`config.mk`:
```
export PLATFORM = sky130hd
export DESIGN_NAME = rr_online_add_flat
export DESIGN_NICKNAME = d
export VERILOG_FILES = /design/src/rtl/rr_online_add_if.sv /design/src/rtl/rr_online_add.sv /design/src/flat_wrapper.sv
export SDC_FILE = /design/constraint.sdc
export NUM_CORES = 1
export LEC_CHECK = 0
export ABC_CLOCK_PERIOD_IN_PS = 2900
export CAP_MARGIN = 20
export CORE_MARGIN = 8
export CORE_UTILIZATION = 54
export DETAILED_ROUTE_END_ITERATION = 8
export GPL_ROUTABILITY_DRIVEN = 0
export PLACE_DENSITY = 0.89
export RECOVER_POWER = 50
export SETUP_SLACK_MARGIN = 0.02
export SYNTH_ARGS = -nofsm -noshare
export SYNTH_HDL_FRONTEND = slang
export SYNTH_SLANG_ARGS = --single-unit
```
`constraint.sdc`:
```
create_clock -name clk -period 2.9 [get_ports clk]
set_input_delay 0.435 -clock clk [delete_from_list [all_inputs] [get_ports clk]]
set_output_delay 0.435 -clock clk [all_outputs]
set_load 0.02 [all_outputs]
```
`src/rtl/rr_online_add_if.sv`:
```
// rtl/rr_online_add_if.sv - digit-pair input and sum-digit output streams of the online adder
interface rr_online_add_if #(
  parameter int D = 2
);
  logic                in_valid;
  logic                in_first;
  logic                in_ready;
  logic signed [D-1:0] x_digit;
  logic signed [D-1:0] y_digit;
  logic                out_valid;
  logic                out_first;
  logic                out_last;
  logic signed [D-1:0] out_digit;
  logic                err;

  modport master (
    output in_valid, in_first, x_digit, y_digit,
    input  in_ready, out_valid, out_first, out_last, out_digit, err
  );

  modport slave (
    input  in_valid, in_first, x_digit, y_digit,
    output in_ready, out_valid, out_first, out_last, out_digit, err
  );
endinterface

```
`src/rtl/rr_online_add.sv`:
```
// rtl/rr_online_add.sv - MSDF online adder for maximally redundant signed-digit operands
module rr_online_add #(
  parameter int RADIX = 2,
  parameter int WIDTH = 6
) (
  input  logic           clk,
  input  logic           rst_n,
  rr_online_add_if.slave io
);
  localparam int D     = $clog2(RADIX) + 1;
  localparam int DELTA = (RADIX == 2) ? 2 : 1;
  localparam int A     = RADIX - 1;
  localparam int ZW    = D + 2;
  localparam int KW    = $clog2(WIDTH + DELTA + 1);

  localparam logic [1:0] S_IDLE  = 2'd0;
  localparam logic [1:0] S_RUN   = 2'd1;
  localparam logic [1:0] S_FLUSH = 2'd2;

  localparam logic [KW-1:0] K_ZERO     = '0;
  localparam logic [KW-1:0] K_ONE      = KW'(1);
  localparam logic [KW-1:0] K_LAG      = KW'(DELTA - 1);
  localparam logic [KW-1:0] K_LAST_IN  = KW'(WIDTH - 1);
  localparam logic [KW-1:0] K_LAST_ADV = KW'(WIDTH + DELTA - 1);
  localparam logic [KW-1:0] K_LAST_OUT = KW'(WIDTH);

  localparam logic signed [ZW-1:0] Z_ZERO = '0;
  localparam logic signed [ZW-1:0] Z_P1   = ZW'(1);
  localparam logic signed [ZW-1:0] Z_M1   = ZW'(-1);
  localparam logic signed [ZW-1:0] Z_P2   = ZW'(2);
  localparam logic signed [ZW-1:0] Z_M2   = ZW'(-2);
  localparam logic signed [ZW-1:0] Z_A    = ZW'(A);
  localparam logic signed [ZW-1:0] Z_NA   = ZW'(-A);
  localparam logic signed [ZW-1:0] Z_R    = ZW'(RADIX);

  logic [1:0]           state;
  logic [KW-1:0]        k;
  logic signed [ZW-1:0] z_reg;
  logic signed [ZW-1:0] w_reg;

  logic                 out_valid_r;
  logic                 out_first_r;
  logic                 out_last_r;
  logic signed [D-1:0]  out_digit_r;
  logic                 err_r;

  logic                 ready;
  logic                 accept;
  logic                 restart;
  logic                 advance;
  logic                 emit;
  logic [KW-1:0]        adv_idx;
  logic [KW-1:0]        out_idx;
  logic signed [ZW-1:0] z_new;
  logic signed [ZW-1:0] z_prev;
  logic signed [ZW-1:0] w_prev;
  logic signed [ZW-1:0] t_cur;
  logic signed [ZW-1:0] w_cur;
  logic signed [ZW-1:0] s_cur;

  assign ready   = (state != S_FLUSH);
  assign accept  = io.in_valid && ready;
  assign restart = accept && io.in_first;
  assign advance = restart || (accept && (state == S_RUN)) || (state == S_FLUSH);

  // adv_idx is the index of this advance within the frame; a restart always starts at 0.
  assign adv_idx = restart ? K_ZERO : k;
  assign out_idx = adv_idx - K_LAG;
  assign emit    = advance && ((DELTA == 1) || (adv_idx != K_ZERO));

  assign z_new  = (state == S_FLUSH) ? Z_ZERO : (ZW'(io.x_digit) + ZW'(io.y_digit));
  assign z_prev = (adv_idx == K_ZERO) ? Z_ZERO : z_reg;
  assign w_prev = (adv_idx == K_ZERO) ? Z_ZERO : w_reg;

  // Radix 2 resolves the held position using the incoming digit as lookahead;
  // higher radices resolve the incoming position directly.
  always_comb begin
    t_cur = Z_ZERO;
    w_cur = Z_ZERO;
    if (RADIX == 2) begin
      if (z_prev == Z_P2) begin
        t_cur = Z_P1;
      end else if (z_prev == Z_M2) begin
        t_cur = Z_M1;
      end else if (z_prev == Z_P1) begin
        if (z_new >= Z_ZERO) begin
          t_cur = Z_P1;
          w_cur = Z_M1;
        end else begin
          w_cur = Z_P1;
        end
      end else if (z_prev == Z_M1) begin
        if (z_new >= Z_ZERO) begin
          w_cur = Z_M1;
        end else begin
          t_cur = Z_M1;
          w_cur = Z_P1;
        end
      end
    end else begin
      if (z_new >= Z_A) begin
        t_cur = Z_P1;
        w_cur = z_new - Z_R;
      end else if (z_new <= Z_NA) begin
        t_cur = Z_M1;
        w_cur = z_new + Z_R;
      end else begin
        w_cur = z_new;
      end
    end
  end

  assign s_cur = w_prev + t_cur;

  always_ff @(posedge clk or negedge rst_n) begin
    if (!rst_n) begin
      state       <= S_IDLE;
      k           <= K_ZERO;
      z_reg       <= Z_ZERO;
      w_reg       <= Z_ZERO;
      out_valid_r <= 1'b0;
      out_first_r <= 1'b0;
      out_last_r  <= 1'b0;
      out_digit_r <= '0;
      err_r       <= 1'b0;
    end else begin
      out_valid_r <= emit;
      out_first_r <= emit && (out_idx == K_ZERO);
      out_last_r  <= emit && (out_idx == K_LAST_OUT);
      err_r       <= restart && (state != S_IDLE);
      if (emit) begin
        out_digit_r <= s_cur[D-1:0];
      end
      if (advance) begin
        if ((state == S_FLUSH) && (adv_idx == K_LAST_ADV)) begin
          state <= S_IDLE;
          k     <= K_ZERO;
          z_reg <= Z_ZERO;
          w_reg <= Z_ZERO;
        end else begin
          k     <= adv_idx + K_ONE;
          z_reg <= z_new;
          w_reg <= w_cur;
          if ((state == S_FLUSH) || (adv_idx == K_LAST_IN)) begin
            state <= S_FLUSH;
          end else begin
            state <= S_RUN;
          end
        end
      end
    end
  end

  assign io.in_ready  = ready;
  assign io.out_valid = out_valid_r;
  assign io.out_first = out_first_r;
  assign io.out_last  = out_last_r;
  assign io.out_digit = out_digit_r;
  assign io.err       = err_r;
endmodule

```
`src/flat_wrapper.sv`:
```
// flat-port wrapper written by rule: the top's interface ports become plain ports
module rr_online_add_flat 
#(
  parameter int RADIX = 2,
  parameter int WIDTH = 6
)
  (clk, rst_n, io_in_valid, io_in_first, io_x_digit, io_y_digit, io_in_ready, io_out_valid, io_out_first, io_out_last, io_out_digit, io_err);
  rr_online_add_if io_i ();
  input  logic clk;
  input  logic rst_n;
  input wire logic [$bits(io_i.in_valid)-1:0] io_in_valid;
  input wire logic [$bits(io_i.in_first)-1:0] io_in_first;
  input wire logic [$bits(io_i.x_digit)-1:0] io_x_digit;
  input wire logic [$bits(io_i.y_digit)-1:0] io_y_digit;
  output wire logic [$bits(io_i.in_ready)-1:0] io_in_ready;
  output wire logic [$bits(io_i.out_valid)-1:0] io_out_valid;
  output wire logic [$bits(io_i.out_first)-1:0] io_out_first;
  output wire logic [$bits(io_i.out_last)-1:0] io_out_last;
  output wire logic [$bits(io_i.out_digit)-1:0] io_out_digit;
  output wire logic [$bits(io_i.err)-1:0] io_err;
  assign io_i.in_valid = io_in_valid;
  assign io_i.in_first = io_in_first;
  assign io_i.x_digit = io_x_digit;
  assign io_i.y_digit = io_y_digit;
  assign io_in_ready = io_i.in_ready;
  assign io_out_valid = io_i.out_valid;
  assign io_out_first = io_i.out_first;
  assign io_out_last = io_i.out_last;
  assign io_out_digit = io_i.out_digit;
  assign io_err = io_i.err;
  rr_online_add #(.RADIX(RADIX), .WIDTH(WIDTH)) u_core (.clk(clk), .rst_n(rst_n), .io(io_i));
endmodule
```
==> impl_metrics.py <==
metrics = {
    "outcome": {
        "status": "complete, no violations",
    },
    "floorplanning": {
        "start_util_pct": 58.3,
        "dieArea_mm2": 0.00388,
        "die_h_um": 62.3,
        "io_pins": 15,
        "coreArea_mm2": 0.00198,
        "die_x_um": 62.3,
        "rows": 16,
    },
    "sta": {
        "clock.fmax_mhz": 397,
        "drv_slew": 0,
        "hold_ws_ns": 0.525,
        "rsz0062_at_grt": "no",
        "finalHoldViolCount": 0,
        "fin_tns_setup_ns": 0,
        "period_share_pct": 86.9,
        "max_slew_margin_pct": 45.2,
        "setup_violations": 0,
        "fin_skew_ns": 0.00310,
        "worstMarginPinSlew_ns": 0.820,
        "post-route-min-period_ns": 2.52,
        "setup_ws_ns": 0.381,
    },
    "worst_setup_path": {
        "worstRegToRegCells": 12,
        "crit_path_frequent_cell": "xnor2_1",
        "critPathKind": "in -> reg",
        "slowest_stage": "dlygate4sd3_1",
        "required_ns": 3.09,
        "path_buf_inv": 2,
        "max_stage_delay_ns": 0.56,
        "critPathCaptureType": "register",
        "path_delay_family": "buffers and inverters",
        "cp_cell_sequence": "dlygate4sd3_1 -> clkbuf_1 -> nand2_1 -> o22ai_2 -> and2_1 -> a21oi_1 -> ha_1 -> xnor2_1 -> xnor2_1 -> mux2_4",
        "arrival_ns": 2.71,
        "setup.worst_path.start_class": "input port",
        "reg2reg_from": "u_core.state[0]",
        "cp_max_fo": 9,
        "regToRegEndpoint": "u_core.io.out_digit[1]",
        "r2r_slack_ns": 0.42,
    },
    "power_and_ir_drop": {
        "irDropWorstVdd_v": 0.000519,
        "intPower_uw": 681,
        "p_switching_uw": 480,
        "power_frac_seq_pct": 36.4,
        "p_per_area_mw_per_mm2": 856,
        "switching_share_pct": 41.4,
        "p_leak_uw": 0.000622,
        "clkPwrFrac_pct": 11.2,
        "p_comb_share_pct": 52.4,
        "finalPower_uw": 1160,
    },
    "logic_synthesis": {
        "synthTopCellsByCount": "dfrtp_1, nand2_1, nor2_1, ha_1, inv_1",
        "async_flop_share_pct": 100,
        "synthesis.nets": 128,
        "synth_area_mm2": 0.00116,
        "ys_warn_count": 0,
        "yosys-top-cells-area": "dfrtp_1, ha_1, a22o_1",
        "yosysTopAreaCell": "dfrtp_1",
        "synthCells": 113,
        "yosysMostFrequentCell": "dfrtp_1",
        "yosysTopAreaCellShare_pct": 36.8,
        "ys.flop_type": "dfrtp_1",
        "ys_ff_latch": 17,
        "ys_types": 45,
        "synth_area_per_cell_um2": 10.2,
        "yosysSeqAreaShare_pct": 36.8,
        "synth_edf_count": 0,
    },
    "layout": {
        "area_growth_syn_to_layout_pct": 17.3,
        "fillCellCount": 161,
        "antennaDiodeCount": 0,
        "nets": 147,
        "drive_gt1_share_pct": 16.0,
        "largest_reg_flops": 4,
        "layout.area.seq_um2": 425,
        "final_cell_area_mm2": 0.00136,
        "multi_input_area_um2": 667,
    },
    "min_path": {
        "hp-start": "u_core.w_reg[0]",
        "holdPathStages": 1,
        "whs_endpoint": "u_core.w_reg[0]",
        "hold_class": "reg -> reg",
    },
    "clock_network": {
        "cts_setup_buffers": 0,
        "path_clk_slew_ns": 0.10,
        "numCtsBuffers": 3,
        "ctsHoldBuffers": 0,
        "cts_buffer_depth": 2,
        "cts_root_buf": "clkbuf_4",
        "clkSinkCount": 17,
        "clk_latency_ns": 0.29,
        "cts_resized": 0,
        "cts_tree": "built",
        "h-tree-depth": 1,
    },
    "drt": {
        "dr.first_iter.drc_count": 23,
        "wl_per_cell_um": 15.7,
        "vias_per_cell": 5.80,
        "drc": 0,
        "vias": 917,
        "ant_nets": 0,
        "firstDrtPassIters": 4,
        "wl_mm": 2.49,
    },
    "placement": {
        "io_buffers": 14,
        "hpwl_mm": 1.90,
        "place_area_mm2": 0.00133,
        "place_ws_ns": 0.0949,
    },
    "global_routing": {
        "grt_max_degree": 18,
        "antenna_found_initial": 0,
        "grt_usage_pct": 13.6,
        "overflow": 0,
        "first_global_vias": 980,
        "grt_pass1_wl_mm": 4.47,
    },
    "run": {
        "drv_cap": 0,
    },
}
metrics by stage:
step                      util [%]  instances
after floorplan                  -        113
after global placement        67.3        154
after detailed placement      67.3        154
after CTS                     68.6        158
after global routing          68.4        158
final                         68.4        158
worst max path at each step:
stage	start	endpoint	cells past startpoint
CTS	io_y_digit[0]	u_core.io.out_digit[1]	10
detailed placement	io_y_digit[0]	u_core.io.out_digit[1]	10
finish	io_in_first	u_core.io.out_digit[1]	10
floorplan	u_core.state[1]	u_core.io.out_digit[1]	13
global placement	io_y_digit[0]	u_core.io.out_digit[1]	10
global route	io_in_first	u_core.io.out_digit[1]	10
metal layers:
| layer | GRT usage (%) | wire, µm | up-vias |
|---|---|---|---|
| li1 | - | - | 440 |
| met3 | 2.69 | 76 | 7 |
| met2 | 23.7 | 1250 | 18 |
| met4 | 4.84 | 34 | 0 |
| met5 | 0 | 0 | - |
| met1 | 16.2 | 1130 | 452 |
worst reg2reg max path, stage by stage (launching register included):
cell and delay (ns):
dfrtp_1 0.50, nor2b_2 0.18, inv_2 0.10, nand3_2 0.15, and2_1 0.24, inv_2 0.04
ha_1 0.20, and2_1 0.16, nor2b_1 0.14, ha_1 0.17, xnor2_1 0.13, xnor2_1 0.10
mux2_4 0.26
area by class of cell:
cell class	instances	area share, %
Tap cell	27	2.49
Sequential cell	17	31.4
Timing Repair Buffer	19	12.8
Inverter	8	2.21
Clock buffer	4	1.94
Multi-Input combinational cell	83	49.2
layout by cell type, fill, tap and decap left out, drive strengths merged, types with 3 or more instances in the layout:
cell type      synthesis  final
nor2b                  6      6
xnor2                  3      3
nor2                   8      8
o31ai                  3      3
buf                    5      4
mux2                   3      3
o21ai                  5      5
a22o                   5      5
dfrtp                 17     17
clkdlybuf4s50          0     12
clkbuf                 0      5
nand2                 10     10
ha                     6      6
nand3                  5      5
inv                    8      8
logic make-up (layout without fill, tap and decap cells):
family,after synthesis,in the layout,share of synthesized area [%]
AOI/OAI and AO/OA,27,27,20.9
xor gates and xnor gates,5,5,3.79
adders and majority gates,7,7,8.23
buffers and inverters,13,31,5.52
DFF,17,17,36.8
muxes,4,4,4.44
and+or+nand+nor,40,40,20.3
power groups by stage:
stage          Combinational (µW)  Clock, µW  Sequential (µW)
5_1_grt                       667        145              439
4_1_cts                       611        130              422
3_3_place_gp                  580          0              420
2_1_floorplan                 435          0              425
6_report                      608        130              422
3_5_place_dp                  603          0              427
Note: power is estimated with default switching activity, not from simulation.
